--- config.mk ---
export PLATFORM = sky130hd
export DESIGN_NAME = sym_tx
export DESIGN_NICKNAME = d
export VERILOG_FILES = /design/src/rtl/sym_tx.sv
export SDC_FILE = /design/constraint.sdc
export NUM_CORES = 1
export LEC_CHECK = 0
export ABC_AREA = 1
export BUFFER_PORTS_ARGS = -buffer_cell sky130_fd_sc_hd__clkbuf_2
export CAP_MARGIN = 5
export CORE_MARGIN = 5
export CORE_UTILIZATION = 40
export CTS_BUF_LIST = sky130_fd_sc_hd__clkbuf_8
export CTS_CLUSTER_SIZE = 40
export DETAILED_ROUTE_END_ITERATION = 7
export SYNTH_ARGS = -nofsm -noshare
export SYNTH_HDL_FRONTEND = slang
export SYNTH_SLANG_ARGS = --single-unit
--- constraint.sdc ---
create_clock -name clk -period 3.8 [get_ports clk]
set_clock_uncertainty 0.05 [all_clocks]
set_input_delay 0.19 -clock clk [delete_from_list [all_inputs] [get_ports clk]]
set_output_delay 0.19 -clock clk [all_outputs]
set_load 0.03 [all_outputs]
--- src/rtl/sym_tx.sv ---
// sym_tx: baud-rate PAM2 / Gray-PAM4 symbol transmitter with a fractional NCO baud clock.
// Latency: a baud tick in cycle t yields a new y_n with a sym_strobe pulse in cycle t+1.
// Backpressure: user symbols are pulled once per tick through s_ready; a missing symbol sends 0 and sets underrun.
// Ports: clk/rst (async, active-high); en run request; fcw baud control word;
//   pam4/src_user mode bits (latched at start); preemph_en 1-tap pre-emphasis;
//   s_data/s_valid/s_ready user symbol handshake; y_n signed sample; sym_strobe new-symbol pulse;
//   busy (not idle); underrun (sticky missing-symbol flag).
module sym_tx #(
  parameter int PREAMBLE_LEN = 64,
  parameter int AMP_OUT      = 96,
  parameter int AMP_IN       = 32
) (
  input  logic              clk,
  input  logic              rst,
  input  logic              en,
  input  logic [31:0]       fcw,
  input  logic              pam4,
  input  logic              src_user,
  input  logic              preemph_en,
  input  logic [1:0]        s_data,
  input  logic              s_valid,
  output logic              s_ready,
  output logic signed [7:0] y_n,
  output logic              sym_strobe,
  output logic              busy,
  output logic              underrun
);

  localparam int CW = $clog2(PREAMBLE_LEN + 1);
  localparam logic signed [7:0] LVL_OP = 8'(AMP_OUT);
  localparam logic signed [7:0] LVL_ON = 8'(-AMP_OUT);
  localparam logic signed [7:0] LVL_IP = 8'(AMP_IN);
  localparam logic signed [7:0] LVL_IN = 8'(-AMP_IN);

  typedef enum logic [1:0] {IDLE, PREAMBLE, PAYLOAD} state_t;

  state_t            state, state_nx;
  logic [31:0]       phase;
  logic [32:0]       phase_sum;
  logic [CW-1:0]     cnt;
  logic [6:0]        prbs;
  logic [6:0]        prbs_1, prbs_2;
  logic              bit_1, bit_2;
  logic              pam4_q, user_q;
  logic signed [7:0] lprev;
  logic signed [7:0] lprev_sh;
  logic signed [7:0] level;
  logic signed [9:0] pe_raw;
  logic signed [7:0] y_sym;
  logic [1:0]        bits;
  logic              tick, emit, stop_now;

  // Carry out of the phase accumulator is the baud tick.
  assign phase_sum = {1'b0, phase} + {1'b0, fcw};
  assign tick      = (state != IDLE) && phase_sum[32];
  assign emit      = tick && en;
  // With fcw=0 no tick would ever come, so a stop request takes effect at once.
  assign stop_now  = (state != IDLE) && !en && (tick || (fcw == 32'd0));
  // en low on a tick ends the run, so no symbol is taken on that tick.
  assign s_ready   = emit && (state == PAYLOAD) && user_q;
  assign busy      = (state != IDLE);

  // Two PRBS7 steps; PAM2 uses only the first, PAM4 takes msb first.
  assign bit_1  = prbs[6] ^ prbs[5];
  assign prbs_1 = {prbs[5:0], bit_1};
  assign bit_2  = prbs_1[6] ^ prbs_1[5];
  assign prbs_2 = {prbs_1[5:0], bit_2};

  always_comb begin
    state_nx = state;
    level    = 8'sd0;
    bits     = 2'b00;
    case (state)
      IDLE: if (en) state_nx = PREAMBLE;
      PREAMBLE: begin
        level = cnt[0] ? LVL_ON : LVL_OP;
        if (stop_now) state_nx = IDLE;
        else if (emit && (cnt == CW'(PREAMBLE_LEN - 1))) state_nx = PAYLOAD;
      end
      PAYLOAD: begin
        if (user_q)      bits = s_data;
        else if (pam4_q) bits = {bit_1, bit_2};
        else             bits = {1'b0, bit_1};
        if (pam4_q) begin
          case (bits)
            2'b00:   level = LVL_ON;
            2'b01:   level = LVL_IN;
            2'b11:   level = LVL_IP;
            default: level = LVL_OP;
          endcase
        end else begin
          level = bits[0] ? LVL_OP : LVL_ON;
        end
        if (user_q && !s_valid) level = 8'sd0;
        if (stop_now) state_nx = IDLE;
      end
      default: state_nx = IDLE;
    endcase
  end

  // 1-tap pre-emphasis, widened so the subtraction cannot wrap before saturation.
  assign lprev_sh = lprev >>> 2;
  assign pe_raw   = $signed({{2{level[7]}}, level}) - $signed({{2{lprev_sh[7]}}, lprev_sh});

  always_comb begin
    y_sym = level;
    if (preemph_en) begin
      if (pe_raw > 10'sd127)       y_sym = 8'sd127;
      else if (pe_raw < -10'sd128) y_sym = -8'sd128;
      else                         y_sym = pe_raw[7:0];
    end
  end

  always_ff @(posedge clk or posedge rst) begin
    if (rst) begin
      state      <= IDLE;
      phase      <= '0;
      cnt        <= '0;
      prbs       <= 7'h7F;
      pam4_q     <= 1'b0;
      user_q     <= 1'b0;
      lprev      <= '0;
      y_n        <= '0;
      sym_strobe <= 1'b0;
      underrun   <= 1'b0;
    end else begin
      state      <= state_nx;
      sym_strobe <= 1'b0;
      if (state == IDLE) begin
        phase <= '0;
        y_n   <= '0;
        lprev <= '0;
        if (en) begin
          cnt      <= '0;
          prbs     <= 7'h7F;
          pam4_q   <= pam4;
          user_q   <= src_user;
          underrun <= 1'b0;
        end
      end else if (stop_now) begin
        phase <= '0;
        y_n   <= '0;
        lprev <= '0;
      end else begin
        phase <= phase_sum[31:0];
        if (emit) begin
          y_n        <= y_sym;
          sym_strobe <= 1'b1;
          lprev      <= level;
          if (state == PREAMBLE) cnt <= cnt + CW'(1);
          if (state == PAYLOAD) begin
            if (!user_q)       prbs     <= pam4_q ? prbs_2 : prbs_1;
            else if (!s_valid) underrun <= 1'b1;
          end
        end
      end
    end
  end

endmodule
==> summary.md <==
| Metric | Value |
|---|---|
| Outcome | complete, no violations |
| Endpoints failing setup | 0 |
| Largest net degree at the start of global routing | 43 |
| Final nets | 745 |
| Die area | 13500 µm² |
| Post-synth top area cell | dfrtp_1 |
| Worst rel slew slack | 37.8% |
| Setup bufs post-CTS | 0 |
| Yosys cell types | 45 |
| Die Y | 116 µm |
| Area of the multi-input gates | 2680 µm² |
| PortBufs | 52 |
| Grt met3 use | 3.60% |
| Gr ovfl total | 0 |
| Reg power frac | 26.1% |
| Met2 usage | 24.9% |
| Crit path required time | 3.56 ns |
| Placed cell count | 790 |
| Fmax | 331 MHz |
| Resized cells post-CTS | 0 |
| Worst Path Max Fanout | 10 |
| Vias/cell | 5.07 |
| # clock sinks | 61 |
| Cts hold-fix bufs | 3 |
| Residual DRC | 0 |
| Sw Pwr | 1.86 mW |
| Post-synth EDFFs | 0 |
| Fill cells | 1115 |
| Crit-path slowest cell | fa_1 |
| Top post-synthesis cells by count | 140 x nand2_1, 71 x nor2_1, 62 x inv_1, 55 x a21oi_1, 54 x dfrtp_1 |
| Largest delay share family, worst path | simple AND/OR/NAND/NOR gates |
| CP Capture Type | primary output |
| Detailed Route WL | 10.8 mm |
| M1 GR Usage | 24.2% |
| Yosys top cell area share | 30.1% |
| Total CTS buffers | 9 |
| Post-synth design cell area | 4500 µm² |
| Slew @ Worst Pin | 0.932 ns |
| Mean cell area of the mapped netlist | 7.43 µm² |
| Syn-to-layout area delta | 13.4% |
| Pleak | 2.63 nW |
| IO Count | 53 |
| Placed Instance Area | 4890 µm² |
| Layout cell share with drive strength beyond 1 | 14.2% |
| Clock share of power | 14.1% |
| Initial antenna violation count | 0 |
| CTS tree | built |
| Most frequent cell after synthesis | nand2_1 |
| Iteration-0 DRC count of the detailed router | 179 |
| Power density cells | 747 nW/µm² |
| Setup ws final | 0.779 ns |
| Final HPWL DP | 8.55 mm |
| Core Area | 10900 µm² |
| Non-Filler Instances | 809 |
| Site Rows | 38 |
| Synth warn | 0 |
| Final Instance Area | 5100 µm² |
| Starting density of the core | 41.1% |
| 1st-pass router iterations | 5 |
| Chip width | 116 µm |
| Startpoint Class | flip-flop |
| Area contributors post-synth | dfrtp_1 30%, nand2_1 12%, ha_1 11% |
| Critical path class | reg2out |
| Ys flop type | dfrtp_1 |
| Vias in the first global route | 3933 |
| Critical path arrival | 2.78 ns |
| #FFs+latches synth | 61 |
| Register area | 1540 µm² |
| Final setup TNS | 0 ns |
| Remaining antenna violation count | 0 |
| Worst Hold Class | in2reg |
| Busiest metal layer after global routing | met2 |
| Vias post-DR | 4101 |
| Worst-Skew Late Latency | 0.36 ns |
| Post-Synthesis Cells | 605 |
| P_int | 1.94 mW |
| Root buffer cell | clkbuf_8 |
| FFs w/ async S/R, synth | 100% |
| Crit path cell chain | ha_1 > inv_1 > fa_1 > inv_1 > nand2_1 > a21oi_4 > a21oi_2 > o21ai_2 > nand3_2 > nand2_2 > nand2_4 > nor3_1 > clkbuf_2 |
| Critical path's most frequent cell | inv_1 |
| Pins Over Slew Limit | 0 |
| Sw Share | 48.9% |
| Global placer's final weighted congestion | 0.845 |
| Wire length of the first global-routing pass | 18.1 mm |
| Worst path bufs/invs | 3 |
| Gr usage total | 16.9% |
| Worst-path clk slew | 0.07 ns |
| Final period util | 79.5% |
| Largest stage delay, worst path | 0.36 ns |
| DR WL/cell | 13.3 µm |
| Pwr Total | 3.81 mW |
| Final min period | 3.02 ns |
| Hold Fails Final Rpt | 0 |
| H-tree lvl count | 3 |
| RSZ-0062 raised after global routing | false |
| Seq/Total Area, Yosys | 34.1% |
| Setup WS pre-CTS | 1.02 ns |
| Worst vdd ir | 0.250 mV |
| # diodes | 0 |
| Max-cap check violation count | 0 |
| Clock buffer depth | 2 |
| Syn nets | 686 |
| Logic gate share of total power | 59.9% |
-- placed cells by master, fill, tap and decap left out, drive strengths merged, types with 2 or more instances in the layout --
master and n:
clkinv 4, o21bai 3, ha 39, or2 2, dfrtp 54, dfstp 7
nor3 9, nor3b 2, o31ai 4, a21o 6, clkbuf 63, inv 64
a21oi 58, nor2 75, o211ai 2, nand2 146, nor4 9, nand4 3
xor2 12, xnor2 14, o21ai 40, nand3 32, nand3b 2, dlygate4sd3 3
o21a 2, o22ai 2, a31oi 4
-- routing by layer --
layer,up-vias,part of all wire (%)
li1,2134,-
met1,1874,52
met2,77,42
met3,16,3.7
met4,0,1.9
met5,-,0
-- area by class of cell --
type                            instances  share of cell area [%]
Clock buffer                           11                    2.97
Clock inverter                          5                   0.540
Inverter                               63                    4.64
Multi-Input combinational cell        473                    52.5
Sequential cell                        61                    30.1
Tap cell                              140                    3.44
Timing Repair Buffer                   56                    5.84
-- sequential cells by signal, summed over array words and instances, names as in the netlist --
name        count
prbs            7
cnt             7
lprev           3
pam4_q          1
y_n             6
state           2
underrun        1
sym_strobe      1
phase          32
user_q          1
-- worst reg2reg max path, cell delays in order, from the launching register on --
cell	delay, ns
dfrtp_1	0.33
ha_1	0.16
inv_1	0.05
fa_1	0.36
inv_1	0.08
nand2_1	0.09
a21oi_4	0.17
a21oi_2	0.11
o21ai_2	0.28
a21boi_0	0.22
o21ai_0	0.35
nand3_1	0.15
nand2_1	0.10
nand2_1	0.05
nand2_1	0.05
nor2_1	0.04
-- power groups by stage --
| stage | clock, mW | combinational (mW) | sequential, mW |
|---|---|---|---|
| after detailed placement | 0 | 2.27 | 1.00 |
| after global placement | 0 | 2.26 | 0.999 |
| after CTS | 0.557 | 2.28 | 0.995 |
| final | 0.535 | 2.28 | 0.993 |
| after global routing | 0.589 | 2.60 | 1.02 |
| after floorplan | 0 | 1.79 | 1.02 |
-- through the flow --
| stage | hold WS, ns | utilization, % |
|---|---|---|
| floorplan | 0.247 | - |
| global placement | 0.362 | 44.7 |
| detailed placement | 0.360 | 44.7 |
| CTS | 0.000444 | 46.6 |
| global route | 0.0133 | 46.6 |
| finish | 0.0260 | 46.6 |
-- worst paths after layout --
kind | from | end | slack (ns) | depth (start not counted)
max | phase[0]$_DFF_PP0_ | s_ready | 0.78 | 13
min | s_valid | underrun$_DFFE_PP0P_ | 0.03 | 2
max reg2reg | phase[0]$_DFF_PP0_ | phase[28]$_DFF_PP0_ | 1.03 | 15
min reg2reg | y_n[4]$_DFFE_PP0P_ | y_n[4]$_DFFE_PP0P_ | 0.44 | 2
max in group asynchronous | rst | phase[28]$_DFF_PP0_ | 2.33 | 4
min in group asynchronous | rst | y_n[4]$_DFFE_PP0P_ | 0.53 | 3
-- logic make-up (layout without fill, tap and decap cells) --
family / Yosys count / count (layout) / synth area share [%]
and+or+nand+nor: 281 / 281 / 26.9
DFF: 61 / 61 / 34.1
buffers and inverters: 71 / 135 / 6.37
adders and majority gates: 40 / 40 / 11.3
AOI/OAI and AO/OA: 126 / 126 / 16.2
xor gates and xnor gates: 26 / 26 / 5.06
No activity file was read; power rests on OpenSTA's default activity.
